## config.mk

```make
export PLATFORM = sky130hd
export DESIGN_NAME = equiv_check_seq
export DESIGN_NICKNAME = d
export VERILOG_FILES = /design/src/rtl/equiv_check_pkg.sv /design/src/rtl/equiv_check_lfsr.sv /design/src/rtl/equiv_check_seq.sv
export SDC_FILE = /design/constraint.sdc
export NUM_CORES = 1
export LEC_CHECK = 0
export BUFFER_PORTS_ARGS = -buffer_cell sky130_fd_sc_hd__buf_2
export CORE_AREA = 2 2 376 378
export DETAILED_ROUTE_END_ITERATION = 10
export DIE_AREA = 0 0 378 380
export GPL_ROUTABILITY_DRIVEN = 0
export PLACE_DENSITY = 0.3
export SYNTH_ARGS = -nofsm -noshare
export SYNTH_HDL_FRONTEND = slang
export SYNTH_SLANG_ARGS = --single-unit
```

## constraint.sdc

```tcl
create_clock -name clk -period 2.62 [get_ports clk]
set_input_delay 0.262 -clock clk [delete_from_list [all_inputs] [get_ports clk]]
set_output_delay 0.262 -clock clk [all_outputs]
set_load 0.005 [all_outputs]
```

## src/rtl/equiv_check_pkg.sv

```systemverilog
// equiv_check_pkg: shared types and constants for the equivalence checker.
// Holds the sequencer state encoding, the 16-bit counter type and the
// Galois LFSR feedback masks.
package equiv_check_pkg;

  typedef enum logic [2:0] {
    IDLE,
    DRIVE,
    WAIT,
    CHECK,
    DONE
  } state_t;

  typedef logic [15:0] count_t;

  localparam count_t COUNT_MAX = 16'hFFFF;

  // Right-shifting Galois mask for x^12 + x^11 + x^10 + x^4 + 1 (period 4095).
  // Tap t of the polynomial maps to mask bit t-1.
  localparam logic [11:0] LFSR_TAPS_12 = 12'hE08;

  // Maximal-length Galois masks for the supported stimulus widths (2..16).
  function automatic logic [31:0] lfsr_taps(input int width);
    logic [31:0] taps;
    case (width)
      2:       taps = 32'h0003;
      3:       taps = 32'h0006;
      4:       taps = 32'h000C;
      5:       taps = 32'h0014;
      6:       taps = 32'h0030;
      7:       taps = 32'h0060;
      8:       taps = 32'h00B8;
      9:       taps = 32'h0110;
      10:      taps = 32'h0240;
      11:      taps = 32'h0500;
      12:      taps = {20'h0, LFSR_TAPS_12};
      13:      taps = 32'h1C80;
      14:      taps = 32'h3802;
      15:      taps = 32'h6000;
      16:      taps = 32'hB400;
      default: taps = {20'h0, LFSR_TAPS_12};
    endcase
    return taps;
  endfunction

endpackage

```

## src/rtl/equiv_check_lfsr.sv

```systemverilog
// equiv_check_lfsr: maximal-length Galois LFSR used as the stimulus source.
// load restarts the sequence from SEED (0 is replaced by 1 so the register
// can never lock up at all-zero); adv steps it once.
module equiv_check_lfsr
  import equiv_check_pkg::*;
#(
  parameter int            W    = 12,
  parameter logic [W-1:0]  SEED = 12'hACE
) (
  input  logic         clk,
  input  logic         rst_n,
  input  logic         load,
  input  logic         adv,
  output logic [W-1:0] value
);

  localparam logic [W-1:0] SEED_EFF = (SEED == '0) ? W'(1) : SEED;
  localparam logic [W-1:0] TAPS     = W'(lfsr_taps(W));

  // Shift right; fold the feedback mask in whenever a one falls off the end.
  always_ff @(posedge clk or negedge rst_n) begin
    if (!rst_n) begin
      value <= SEED_EFF;
    end else if (load) begin
      value <= SEED_EFF;
    end else if (adv) begin
      value <= {1'b0, value[W-1:1]} ^ (value[0] ? TAPS : '0);
    end
  end

endmodule

```

## src/rtl/equiv_check_seq.sv

```systemverilog
// equiv_check_seq: drives pseudo-random stimulus to a spec and an impl
// instance, waits SETTLE cycles, compares every output word and counts
// failing vectors over a run of NUM_VEC vectors.
// Optional feature: define EQUIV_CHECK_SEQ_FIRST_FAIL_EN to capture the
// stimulus and per-word mismatch mask of the first failing vector.
module equiv_check_seq
  import equiv_check_pkg::*;
#(
  parameter int                STIM_W   = 12,
  parameter int                NUM_OUTS = 11,
  parameter int                OUT_W    = 41,
  parameter int                SETTLE   = 1,
  parameter int                NUM_VEC  = 1000,
  parameter logic [STIM_W-1:0] SEED     = 12'hACE
) (
  input  logic                       clk,
  input  logic                       rst_n,
  input  logic                       start,
  output logic [STIM_W-1:0]          stim,
  input  logic [NUM_OUTS*OUT_W-1:0]  spec_o,
  input  logic [NUM_OUTS*OUT_W-1:0]  impl_o,
  output logic                       busy,
  output logic                       done,
  output logic                       pass,
  output count_t                     vec_count,
  output count_t                     fail_count,
  output logic [STIM_W-1:0]          fail_stim,
  output logic [NUM_OUTS-1:0]        fail_mask
);

  localparam logic [3:0] SETTLE_CNT  = 4'(SETTLE);
  localparam count_t     NUM_VEC_CNT = count_t'(NUM_VEC);

  state_t                state;
  state_t                state_next;
  logic [3:0]            wait_cnt;
  logic [STIM_W-1:0]     lfsr_value;
  logic [NUM_OUTS-1:0]   mismatch;
  logic                  any_mismatch;
  logic                  launch;
  count_t                vec_inc;

  assign launch  = ((state == IDLE) || (state == DONE)) && start;
  assign vec_inc = vec_count + 16'd1;

  equiv_check_lfsr #(
    .W    (STIM_W),
    .SEED (SEED)
  ) u_lfsr (
    .clk   (clk),
    .rst_n (rst_n),
    .load  (launch),
    .adv   (state == DRIVE),
    .value (lfsr_value)
  );

  // Per-word comparator; in simulation X/Z differences count as mismatches.
  for (genvar gi = 0; gi < NUM_OUTS; gi++) begin : g_cmp
`ifdef SYNTHESIS
    assign mismatch[gi] = impl_o[gi*OUT_W +: OUT_W] != spec_o[gi*OUT_W +: OUT_W];
`else
    assign mismatch[gi] = impl_o[gi*OUT_W +: OUT_W] !== spec_o[gi*OUT_W +: OUT_W];
`endif
  end

  assign any_mismatch = |mismatch;

  // State register.
  always_ff @(posedge clk or negedge rst_n) begin
    if (!rst_n) state <= IDLE;
    else        state <= state_next;
  end

  // Next-state logic; start is only honoured from IDLE or DONE.
  always_comb begin
    state_next = state;
    case (state)
      IDLE, DONE: if (start) state_next = DRIVE;
      DRIVE:      state_next = WAIT;
      WAIT:       if (wait_cnt == 4'd1) state_next = CHECK;
      CHECK:      state_next = (vec_inc == NUM_VEC_CNT) ? DONE : DRIVE;
      default:    state_next = IDLE;
    endcase
  end

  // Stimulus register and settle counter; stim only changes in DRIVE.
  always_ff @(posedge clk or negedge rst_n) begin
    if (!rst_n) begin
      stim     <= '0;
      wait_cnt <= '0;
    end else if (state == DRIVE) begin
      stim     <= lfsr_value;
      wait_cnt <= SETTLE_CNT;
    end else if (state == WAIT) begin
      wait_cnt <= wait_cnt - 4'd1;
    end
  end

  // Run counters: cleared on an accepted start, updated once per CHECK.
  always_ff @(posedge clk or negedge rst_n) begin
    if (!rst_n) begin
      vec_count  <= '0;
      fail_count <= '0;
    end else if (launch) begin
      vec_count  <= '0;
      fail_count <= '0;
    end else if (state == CHECK) begin
      vec_count <= vec_inc;
      if (any_mismatch && (fail_count != COUNT_MAX)) fail_count <= fail_count + 16'd1;
    end
  end

`ifdef EQUIV_CHECK_SEQ_FIRST_FAIL_EN
  // First-failure capture: latches only while no failure has been counted yet.
  always_ff @(posedge clk or negedge rst_n) begin
    if (!rst_n) begin
      fail_stim <= '0;
      fail_mask <= '0;
    end else if (launch) begin
      fail_stim <= '0;
      fail_mask <= '0;
    end else if ((state == CHECK) && any_mismatch && (fail_count == '0)) begin
      fail_stim <= stim;
      fail_mask <= mismatch;
    end
  end
`else
  assign fail_stim = '0;
  assign fail_mask = '0;
`endif

  assign busy = (state == DRIVE) || (state == WAIT) || (state == CHECK);
  assign done = (state == DONE);
  assign pass = (state == DONE) && (fail_count == '0);

endmodule
```

## After elaboration in Yosys (flattened, before gate mapping)

Index checks and enable logic that the tools add are counted.

| cells by class | value |
|---|---|
| add/subtract/negate cells | 3 |
| eq/ne operators | 20 |
| multiplexer cells | 14 |
| bitwise gates (word level) | 1 |
| reductions and logical operators | 16 |

Operator list:

| operator | number |
|---|---|
| 41-bit != test | 11 |
| 16-bit 2-to-1 mux | 5 |
| 12-bit 2-to-1 mux | 3 |
| 16-bit by 1-bit adder with 16-bit output, second input constant | 2 |
| 16-bit by 10-bit equality test with 1-bit output, second input constant | 1 |
| 16-bit logical NOT | 1 |
| 16-bit != test, second input constant | 1 |
| 3-bit case mux with 4 select lines | 1 |
| 11-bit by 12-bit bitwise XOR with 12-bit output | 1 |
| 11-bit OR reduction | 1 |
| 3-bit 2-to-1 mux | 3 |
| 4-bit 2-to-1 mux | 2 |
| 2-bit nonzero test | 4 |
| 3-bit by 2-bit equality test with 1-bit output, second input constant | 2 |
| 4-bit by 1-bit equality test with 1-bit output, second input constant | 1 |
| 2-bit != test, second input constant | 2 |
| 2-bit AND reduction | 2 |
| 4-bit by 1-bit subtractor with 4-bit output, second input constant | 1 |
| 3-bit by 1-bit equality test with 1-bit output, second input constant | 1 |
| 3-bit equality test, second input constant | 1 |
| 1-bit logical AND | 3 |
| 3-bit logical NOT | 1 |
| 1-bit logical OR | 3 |
| 2-bit OR reduction | 1 |

| storage, ports and cells | value |
|---|---|
| register bits | 63 |
| input bits | 905 |
| output and inout bits | 70 |
| logic and storage cells | 60 |

## Depth between registers and ports, before layout

Gate-level depths: netlist of run 1.

| depth | value |
|---|---|
| depth in word-level cells | 6 |
| depth in mapped cells | 9 |
| gate-level depth less buffers | 9 |

## Cells and area by module

A second synthesis of run 1 with hierarchy kept.

| second synthesis, totals | value |
|---|---|
| cells, all modules | 967 |
| area, all modules | 8,389.3 µm² |

Modules (own cells, without submodules):

| module | instances | cells an instance | area an instance (µm²) | sequential area each (µm²) |
|---|---|---|---|---|
| equiv_check_seq | 1 | 923 | 7,848.8 | 1,276.2 |
| equiv_check_lfsr | 1 | 44 | 540.5 | 309.0 |

## Least setup slack after synthesis of run 1

OpenSTA, ideal clock, no wires.

| timing path | value |
|---|---|
| path type | flip-flop to flip-flop |
| from | reg vec_count[0] |
| to | reg state[0] |
| library setup time | 0.124 ns |
| arrival | 2.398 ns |
| required time | 2.496 ns |
| setup slack | 0.099 ns |
| cell stages (with the launch flop) | 10 |
| path buffers | 0 |
| clock period less this slack | 2.521 ns |
| path through | dfrtp_1 > ha_1 > nand3_1 > nor4_4 > and3_2 > and3_4 > o211ai_1 > o41a_1 > or4_1 > a211o_1 |

| on the way | value |
|---|---|
| longest elaborated chain between the ends | 4 |

RTL lines:

| item | line | text |
|---|---|---|
| start, declared | equiv_check_seq.sv:25 | `output count_t vec_count,` |
| start signal, assigned | equiv_check_seq.sv:108 | `vec_count <= vec_inc;` |
| 16-bit by 1-bit adder with 16-bit output | equiv_check_seq.sv:44 | `assign vec_inc = vec_count + 16'd1;` |
| 16-bit by 10-bit equality test with 1-bit output | equiv_check_seq.sv:81 | `CHECK: state_next = (vec_inc == NUM_VEC_CNT) ? DONE : DRIVE;` |
| 3-bit 2-to-1 mux | equiv_check_seq.sv:81 |  |
| 3-bit case mux with 4 select lines | equiv_check_seq.sv:77 | `case (state)` |
| end signal, assigned | equiv_check_seq.sv:71 | `else state <= state_next;` |
| end, declared | equiv_check_seq.sv:34 | `state_t state;` |

No other way between the ends.
A chain may end at the register's enable or synchronous reset.

## Worst setup path after layout of run 1

Same ends and word-level chain as after synthesis.

==> results of run 1 <==
worst register-to-register path, stage by stage, from the launching register on:
cell and delay (ps):
dfrtp_1 380, ha_1 230, nand3_2 110, nor4_4 50, and3_2 230, and3_4 190, buf_4 130, nor3_1 120
a31oi_1 60, or4_1 520, a211o_1 310
cell families after synthesis:
| kind of cell | Yosys count |
|---|---|
| AOI/OAI and AO/OA | 73 |
| xor gates and xnor gates | 463 |
| adders and majority gates | 5 |
| buffers and inverters | 47 |
| DFF | 63 |
| muxes | 7 |
| other | 1 |
| and+or+nand+nor | 323 |
final cells by class:
| cell class | instances | share of cell area, % |
|---|---|---|
| clock buffers | 9 | 1.37 |
| well taps | 1876 | 14.3 |
| diodes | 51 | 0.776 |
| inverters | 7 | 0.160 |
| flip-flops and latches | 63 | 9.65 |
| clock inverters | 7 | 0.624 |
| repair buffers | 1022 | 32.5 |
| multi-input cells | 894 | 40.7 |
repair_timing:
| item | CTS | global route |
|---|---|---|
| hold endpoints to repair | 0 | 0 |
| setup endpoints to repair | 16 | 17 |
| gates resized for setup | 11 | 23 |
| pin swaps | 3 | 11 |
| hold buffers | 0 | 0 |
| gates cloned | 0 | 0 |
per-layer routing:
layer | wire length, um | track usage (%) | vias up
met5 | 304 | 0 | -
met4 | 1480 | 0.900 | 46
met3 | 14400 | 6.66 | 227
met2 | 44900 | 21.9 | 906
met1 | 39400 | 16.4 | 5203
li1 | - | - | 5468
power by group:
group	total (uW)	internal, uW	leakage [uW]	switching [uW]
clock	1370	845	0.000157	522
sequential	1470	1270	0.000816	198
combinational	3300	1590	0.00603	1710
path summary, 6_finish.rpt:
path | from | cells past startpoint | slack (ps) | endpoint
worst max-delay path | vec_count[0] | 10 | 180 | state[0]
worst min-delay path | rst_n | 1 | 7 | stim[6]
worst max register to register | vec_count[0] | 10 | 180 | state[0]
worst min register to register | stim[1] | 2 | 470 | stim[1]
max in group asynchronous | rst_n | 1 | 1910 | vec_count[2]
min in group clk | start | 2 | 170 | state[2]
flip-flops by register name, summed over array words and instances, names as in the netlist:
register,flops
state,3
fail_count,16
vec_count,16
stim,12
u_lfsr.value,12
wait_cnt,4
per-stage QoR:
stage	total power, uW	TNS, ps	area, um2	hold WS (ps)
finish	6140	0	16400	6.70
global placement	4800	-11740	15800	459
floorplan	3010	0	8300	-33.6
CTS	6230	0	16200	76.2
detailed placement	4800	-11690	15800	459
global route	6610	0	16300	112
synth_stat cells (11+ instances only):
cell type / count
xnor2_1: 458
nor3_1: 12
o21ai_0: 13
o21ai_1: 19
nand3_1: 11
dfrtp_1: 56
buf_4: 23
clkbuf_1: 15
nand2_1: 88
nand4_1: 122
nor4_1: 31
a21oi_1: 20
nor2_1: 33
==> impl_metrics.env, run 1 <==
export IMPL_power_density_nw_per_um2=373
export IMPL_final_cells=3929
export IMPL_cts_buffers=9
export IMPL_synth_compound_area_share_pct=5.27
export IMPL_port_buffer_count=951
export IMPL_crit_required_ps=2850
export IMPL_netlist_top_cells_area="xnor2_1 (49%), dfrtp_1 (17%), nand4_1 (9.3%)"
export IMPL_io_pins=975
export IMPL_post_cts_buffers=0
export IMPL_rows=137
export IMPL_cp_cell_sequence="ha_1 > nand3_2 > nor4_4 > and3_2 > and3_4 > buf_4 > nor3_1 > a31oi_1 > or4_1 > a211o_1"
export IMPL_mostFrequentLayoutCells="buf_2 (949), xnor2_1 (443), nand4_1 (122), nand2_1 (88), buf_4 (69)"
export IMPL_irDropWorstVdd_mv=0.265
export IMPL_die_area_um2=144000
export IMPL_antenna_found_initial=173
export IMPL_setup_viol=0
export IMPL_maxCapViolCount=0
export IMPL_cp_slowest_stage_delay_ps=520
export IMPL_register_area_um2=1590
export IMPL_crit_arrival_ps=2680
export IMPL_synth_ff_type="dfrtp_1"
export IMPL_fmax_ghz=0.409
export IMPL_crit_slowest_cell="or4_1"
export IMPL_place_hpwl_um=95600
export IMPL_die_h_um=380
export IMPL_grt_pass1_vias=11800
export IMPL_core_um2=139000
export IMPL_synth_cell_area_um2=8220
export IMPL_vias=11900
export IMPL_synth_top_family_by_area="XOR/XNOR gates"
export IMPL_pre_cts_ws_ps=-793
export IMPL_drt_total_wl_um=101000
export IMPL_synth_edf_count=0
export IMPL_avgSynthCellArea_um2=8.37
export IMPL_ctsRootBufferMaster="clkbuf_16"
export IMPL_cts_clk_slew_worst_paths_ps=60
export IMPL_start_kind="register"
export IMPL_drt_iter0_markers=796
export IMPL_grt_usage_pct=13.4
export IMPL_cpLargestDelayFamily="simple AND/OR/NAND/NOR gates"
export IMPL_end_kind="register"
export IMPL_final_common_cell="buf_2"
export IMPL_crit_type="reg2reg"
export IMPL_synth_cells=982
export IMPL_place_inst=3862
export IMPL_grt_max_degree=64
export IMPL_post_route_drc_count=0
export IMPL_utilization_pct=11.8
export IMPL_n_fill_cell=16400
export IMPL_multi_input_area_um2=6690
export IMPL_synth_adder_area_share_pct=0.761
export IMPL_synth_xor_area_share_pct=49.3
export IMPL_yosys_warnings=0
export IMPL_synthMuxAreaShare_pct=0.852
export IMPL_leakagePower_uw=0.00701
export IMPL_clockBufferDepth=2
export IMPL_routedWlPerCell_um=25.6
export IMPL_grt_pass1_wl_um=124000
export IMPL_layout_drive_gt1_share_pct=54.1
export IMPL_die_w_um=378
export IMPL_ys_ff_latch=63
export IMPL_worstHoldPathType="in2async"
export IMPL_async_flop_share_pct=100
export IMPL_fin_crit_ps=2440
export IMPL_synth_top_cell_area_share_pct=48.8
export IMPL_skew_ps=6.94
export IMPL_ys_types=49
export IMPL_synthSimpleGateAreaFrac_pct=21.2
export IMPL_drtAntennaViolNets=0
export IMPL_cts_num_sinks=63
export IMPL_cts_tree="done"
export IMPL_rsz0062_at_grt="false"
export IMPL_start_util_pct=5.91
export IMPL_post_route_period_util_pct=93.3
export IMPL_dr_pass1_iters=5
export IMPL_worstSkewPairLatency_ps=350
export IMPL_grt_overflow=0
export IMPL_cp_num_buf_inv=1
export IMPL_hold_viol_final=0
export IMPL_final_max_slew_viol_count=0
export IMPL_seq_area_frac_synth_pct=19.3
export IMPL_synth_area_leader_cell="xnor2_1"
export IMPL_max_slew_margin_pct=38.2
export IMPL_tightestPinTransition_ps=927
export IMPL_nNetsFinal=2907
export IMPL_cp_max_fo=4
export IMPL_htreeDepth=3
export IMPL_status="complete, no violations"
export IMPL_vias_per_cell=3.02
export IMPL_postLayoutSetupSlackWorst_ps=175
export IMPL_syn_to_final_growth_pct=100
No activity file was read; power rests on OpenSTA's default activity.
==> run 2, diff against run 1 <==
==> constraint.sdc (replaced) <==
create_clock -name clk -period 2.62 [get_ports clk]
set_input_delay 0.262 -clock clk [delete_from_list [all_inputs] [get_ports clk]]
set_output_delay 0.262 -clock clk [all_outputs]
set_load 0.05 [all_outputs]
==> run 2 against run 1 <==
Utilization up 0.098 points. Register-to-register slack about the same. First-iteration DRC count shrank 27%. Combinational power rose by 18%. Fmax decreased by 1.1%. Non-clock buffer count increased by 7. Cell area grew 0.83%. Global-route usage is 0.40 points lower. Via count increased by 0.34%. Clock skew about the same. Sequential share of layout area about the same. Power is 8.2% higher.
==> impl_metrics.env, run 2 (synthesis results as in run 1) <==
export IMPL_clockPowerShare_pct=18.9
export IMPL_rr_endpoint="state[0]"
export IMPL_io_pins=975
export IMPL_syn_to_final_growth_pct=102
export IMPL_start_util_pct=5.91
export IMPL_post_cts_buffers=0
export IMPL_die_h_um=380
export IMPL_crit_type="in2reg"
export IMPL_port_buffer_count=951
export IMPL_grt_overflow=0
export IMPL_intPower_uw=3640
export IMPL_pre_cts_ws_ps=-766
export IMPL_leakagePower_uw=0.00701
export IMPL_cts_buffers=9
export IMPL_final_max_slew_viol_count=0
export IMPL_grt_pass1_wl_um=121000
export IMPL_post_route_period_util_pct=94.3
export IMPL_max_slew_margin_pct=22.5
export IMPL_start_kind="input pin"
export IMPL_maxCapViolCount=0
export IMPL_place_hpwl_um=92300
export IMPL_endpoint="fail_count[4]"
export IMPL_final_cells=3934
export IMPL_ctsRootBufferMaster="clkbuf_16"
export IMPL_power_frac_comb_pct=58.4
export IMPL_die_area_um2=144000
export IMPL_power_density_nw_per_um2=401
export IMPL_mostFrequentLayoutCells="buf_2 (943), xnor2_1 (445), nand4_1 (122), nand2_1 (88), buf_4 (72)"
export IMPL_status="complete, no violations"
export IMPL_reg_top3="fail_count (16), vec_count (16)"
export IMPL_vias=11900
export IMPL_final_common_cell="buf_2"
export IMPL_fmax_ghz=0.405
export IMPL_end_kind="register"
export IMPL_crit_required_ps=2890
export IMPL_die_w_um=378
export IMPL_antenna_found_initial=163
export IMPL_seqPwrFrac_pct=22.6
export IMPL_layout_drive_gt1_share_pct=54.6
export IMPL_cts_clk_slew_worst_paths_ps=60
export IMPL_rows=137
export IMPL_netSwitchingFraction_pct=45.2
export IMPL_timing_rr_start="vec_count[6]"
export IMPL_nNetsFinal=2914
export IMPL_drt_total_wl_um=97400
export IMPL_utilization_pct=11.9
export IMPL_netSwitchingPower_uw=3000
export IMPL_cts_num_sinks=63
export IMPL_drtAntennaViolNets=0
export IMPL_cts_tree="done"
export IMPL_clockBufferDepth=2
export IMPL_worstHoldPathType="in2reg"
export IMPL_rsz0062_at_grt="true"
export IMPL_worstSkewPairLatency_ps=350
export IMPL_drt_iter0_markers=580
export IMPL_irDropWorstVdd_mv=0.305
export IMPL_cp_max_fo=8
export IMPL_vias_per_cell=3.02
export IMPL_post_route_drc_count=0
export IMPL_tightestPinTransition_ps=1160
export IMPL_skew_ps=7.41
export IMPL_hold_viol_final=0
export IMPL_setup_viol=0
export IMPL_grt_pass1_vias=12100
export IMPL_r2r_setup_slack_ps=170
export IMPL_grt_usage_pct=13.0
export IMPL_place_inst=3868
export IMPL_postLayoutSetupSlackWorst_ps=149
export IMPL_core_um2=139000
export IMPL_fin_tns_setup_ps=0
export IMPL_crit_arrival_ps=2750
export IMPL_grt_max_degree=64
export IMPL_worstSetupStartpoint="spec_o[123]"
export IMPL_dr_pass1_iters=5
export IMPL_fin_crit_ps=2470
export IMPL_htreeDepth=3
export IMPL_worstRegToRegCells=8
export IMPL_routedWlPerCell_um=24.8
-- run 2: cell types whose count changed in the layout (fill, tap and decap cells not counted), sizes merged --
cell / delta
buf: +6
bufinv: -1
clkinv: +2
clkinvlp: +1
diode: -2
dlygate4sd3: +1
inv: -2
-- run 2: per-stage QoR --
stage	power, uW	hold slack [ps]	cell area (um2)
2_1_floorplan	3570	-33.6	8330
3_3_place_gp	5350	326	15800
3_5_place_dp	5360	325	15800
4_1_cts	6740	148	16300
5_1_grt	7150	160	16500
6_report	6650	164	16600
-- run 2: timing repair --
action	CTS	global route
endpoints found under the setup margin	16	15
resized for setup	29	20
gates cloned	1	0
hold buffers	1	0
pin swaps	14	14
hold endpoints to repair	56	0
-- run 2: worst min-delay path by stage --
stage | from | end | slack, ps | depth (start not counted)
final | start | state[2] | 160 | 2
after CTS | start | state[2] | 150 | 2
after global routing | start | state[2] | 160 | 2
after floorplan | rst_n | fail_count[0] | -30 | 0
after detailed placement | rst_n | stim[7] | 330 | 2
after global placement | rst_n | stim[7] | 330 | 2
-- run 2: power groups by stage --
stage	clock, uW	sequential [uW]	combinational (uW)
2_1_floorplan	0	1930	1640
3_3_place_gp	0	1520	3820
3_5_place_dp	0	1530	3830
4_1_cts	1300	1510	3930
5_1_grt	1340	1550	4260
6_report	1260	1510	3880
-- run 2: per-layer routing --
metal / GRT usage [%] / vias up / part of all wire, %
li1: - / 5471 / -
met1: 16.0 / 5272 / 40
met2: 21.6 / 887 / 45
met3: 5.65 / 226 / 12
met4: 1.11 / 34 / 1.9
met5: 0 / - / 0.24
-- run 2: area by class of cell --
class                      instances  area [um2]
clock inverter                     7        72.6
inverter                           7        26.3
antenna                           49         123
tap                             1876        2350
fill                           16400      123000
sequential                        63        1590
multi-input combinational        894        6730
clock buffer                       9         225
timing repair buffer            1029        5460
-- run 2: critical path, stage by stage --
cell,delay (ps)
buf_2,110
xnor2_2,230
buf_4,200
nand4_1,330
nor4_2,370
buf_4,140
nand4_1,90
nor4_2,280
buf_4,200
a21oi_4,90
buf_12,150
nand4_1,80
mux2i_1,190
==> run 3, diff against run 2 <==
Settings changed: BUFFER_PORTS_ARGS -buffer_cell sky130_fd_sc_hd__buf_2 to unset, CORE_AREA 2 2 376 378 to 2 2 379 381, DIE_AREA 0 0 378 380 to 0 0 381 383, DONT_BUFFER_PORTS set to 1.
==> run 3 against run 2 <==
Largest cell class unchanged. Largest power group unchanged. Register-to-register slack improved by 30 ps. First-iteration DRC count is 11% lower. Sequential cell count unchanged.
==> impl_metrics.env, run 3 (synthesis results as in run 1) <==
export IMPL_leakagePower_uw=0.00319
export IMPL_skew_ps=13.6
export IMPL_syn_to_final_growth_pct=41.7
export IMPL_r2r_setup_slack_ps=200
export IMPL_cts_buffers=9
export IMPL_max_slew_margin_pct=21.3
export IMPL_crit_required_ps=2900
export IMPL_status="complete, no violations"
export IMPL_netSwitchingPower_uw=2530
export IMPL_nNetsFinal=1966
export IMPL_seqPwrFrac_pct=31.2
export IMPL_mostFrequentLayoutCells="xnor2_1 (452), nand4_1 (122), nand2_1 (88), buf_4 (76), dfrtp_1 (49)"
export IMPL_start_util_pct=5.78
export IMPL_cts_clk_slew_worst_paths_ps=70
export IMPL_io_pins=975
export IMPL_antenna_found_initial=26
export IMPL_crit_arrival_ps=2830
export IMPL_drt_iter0_markers=517
export IMPL_dr_pass1_iters=5
export IMPL_die_h_um=383
export IMPL_grt_max_degree=64
export IMPL_port_buffer_count=0
export IMPL_rsz0062_at_grt="true"
export IMPL_ctsRootBufferMaster="clkbuf_16"
export IMPL_die_w_um=381
export IMPL_netSwitchingFraction_pct=44.2
export IMPL_post_route_period_util_pct=97.4
export IMPL_drt_total_wl_um=97400
export IMPL_layout_drive_gt1_share_pct=12.8
export IMPL_postLayoutSetupSlackWorst_ps=69.4
export IMPL_power_frac_comb_pct=44.6
export IMPL_reg_top3="fail_count (16), vec_count (16)"
export IMPL_post_cts_buffers=0
export IMPL_irDropWorstVdd_mv=0.308
export IMPL_clockBufferDepth=2
export IMPL_place_hpwl_um=93300
export IMPL_grt_pass1_vias=8246
export IMPL_fmax_ghz=0.392
export IMPL_vias_per_cell=2.74
export IMPL_final_common_cell="xnor2_1"
export IMPL_vias=8138
export IMPL_final_max_slew_viol_count=0
export IMPL_setup_viol=0
export IMPL_cts_tree="done"
export IMPL_routedWlPerCell_um=32.8
export IMPL_clockPowerShare_pct=24.2
export IMPL_rows=139
export IMPL_cts_num_sinks=63
export IMPL_pre_cts_ws_ps=-1190
export IMPL_grt_usage_pct=12.8
export IMPL_maxCapViolCount=0
export IMPL_power_density_nw_per_um2=491
export IMPL_end_kind="register"
export IMPL_cp_max_fo=8
export IMPL_start_kind="input pin"
export IMPL_grt_pass1_wl_um=114000
export IMPL_tightestPinTransition_ps=1180
export IMPL_total_power_uw=5710
export IMPL_worstHoldPathType="in2reg"
export IMPL_core_um2=142000
export IMPL_fin_crit_ps=2550
export IMPL_hold_viol_final=0
export IMPL_worstSkewPairLatency_ps=360
export IMPL_die_area_um2=146000
export IMPL_post_route_drc_count=0
export IMPL_crit_type="in2reg"
export IMPL_grt_overflow=0
export IMPL_htreeDepth=3
export IMPL_intPower_uw=3190
export IMPL_drtAntennaViolNets=0
-- run 3: cell types whose count changed in the layout (fill, tap and decap cells not counted), moves of 2 or more --
cell / before / now
buf_12: 3 / 1
buf_2: 943 / 0
buf_4: 72 / 76
buf_6: 8 / 1
clkinv_2: 2 / 0
diode_2: 49 / 9
nor4_1: 21 / 27
nor4_2: 9 / 4
xnor2_1: 445 / 452
xnor2_2: 10 / 3
-- run 3: area by class of cell --
class                   count  area, um2
clock buffers               9        225
multi-input cells         894       6630
diodes                      9       22.5
clock inverters             7        105
well taps                1903       2380
inverters                   7       26.3
flip-flops and latches     63       1590
fillers                 16700     131000
repair buffers             81        667
-- run 3: power groups by stage --
stage,clock network (uW),registers (uW),logic (uW)
final,1380,1780,2550
after global routing,1470,1820,2800
after CTS,1430,1780,2570
after detailed placement,0,1800,2480
after global placement,0,1800,2480
after floorplan,0,1930,1640
-- run 3: final timing paths --
| check | start | end | cells past startpoint |
|---|---|---|---|
| min | start | state[2] | 1 |
| max in group asynchronous | rst_n | vec_count[2] | 2 |
| max reg2reg | vec_count[1] | state[0] | 9 |
| max | spec_o[125] | fail_count[4] | 11 |
| min in group asynchronous | rst_n | stim[6] | 2 |
| min reg2reg | u_lfsr.value[7] | u_lfsr.value[6] | 2 |
-- run 3: stage by stage --
step	cell area, um2	setup TNS, ps	std cells	utilization [%]	hold WS (ps)
floorplan	8330	0	1004	-	-33.6
global placement	11100	-17630	2946	7.81	-32.2
detailed placement	11100	-17790	2946	7.81	-32.4
CTS	11600	-105	2964	8.15	13.9
global route	11600	-1010	2965	8.17	19.5
finish	11600	0	2973	8.19	30.9
-- run 3: what timing repair did --
| action | in CTS | in global routing |
|---|---|---|
| setup endpoints to repair | 16 | 15 |
| gates cloned | 1 | 0 |
| pin swaps | 8 | 3 |
| hold endpoints to repair | 63 | 0 |
| resized for setup | 17 | 4 |
| hold buffers | 2 | 0 |
-- run 3: worst max-delay path: stages --
cell     delay (ps)
xnor2_2         170
nand4_1         600
nor4_2          460
buf_4           160
nand4_1         160
nor4_4          290
buf_4           200
a21oi_4          80
buf_16          150
nand4_1         100
mux2i_1         190
-- run 3: metal layers --
metal / share of wire (%) / wire (um) / track usage (%) / vias up
met1: 43 / 42100 / 16.1 / 3898
met3: 10 / 9990 / 5.75 / 62
met5: 0.16 / 153 / 0 / -
met4: 1.7 / 1620 / 1.96 / 16
li1: - / - / - / 3519
met2: 45 / 43500 / 20.2 / 643
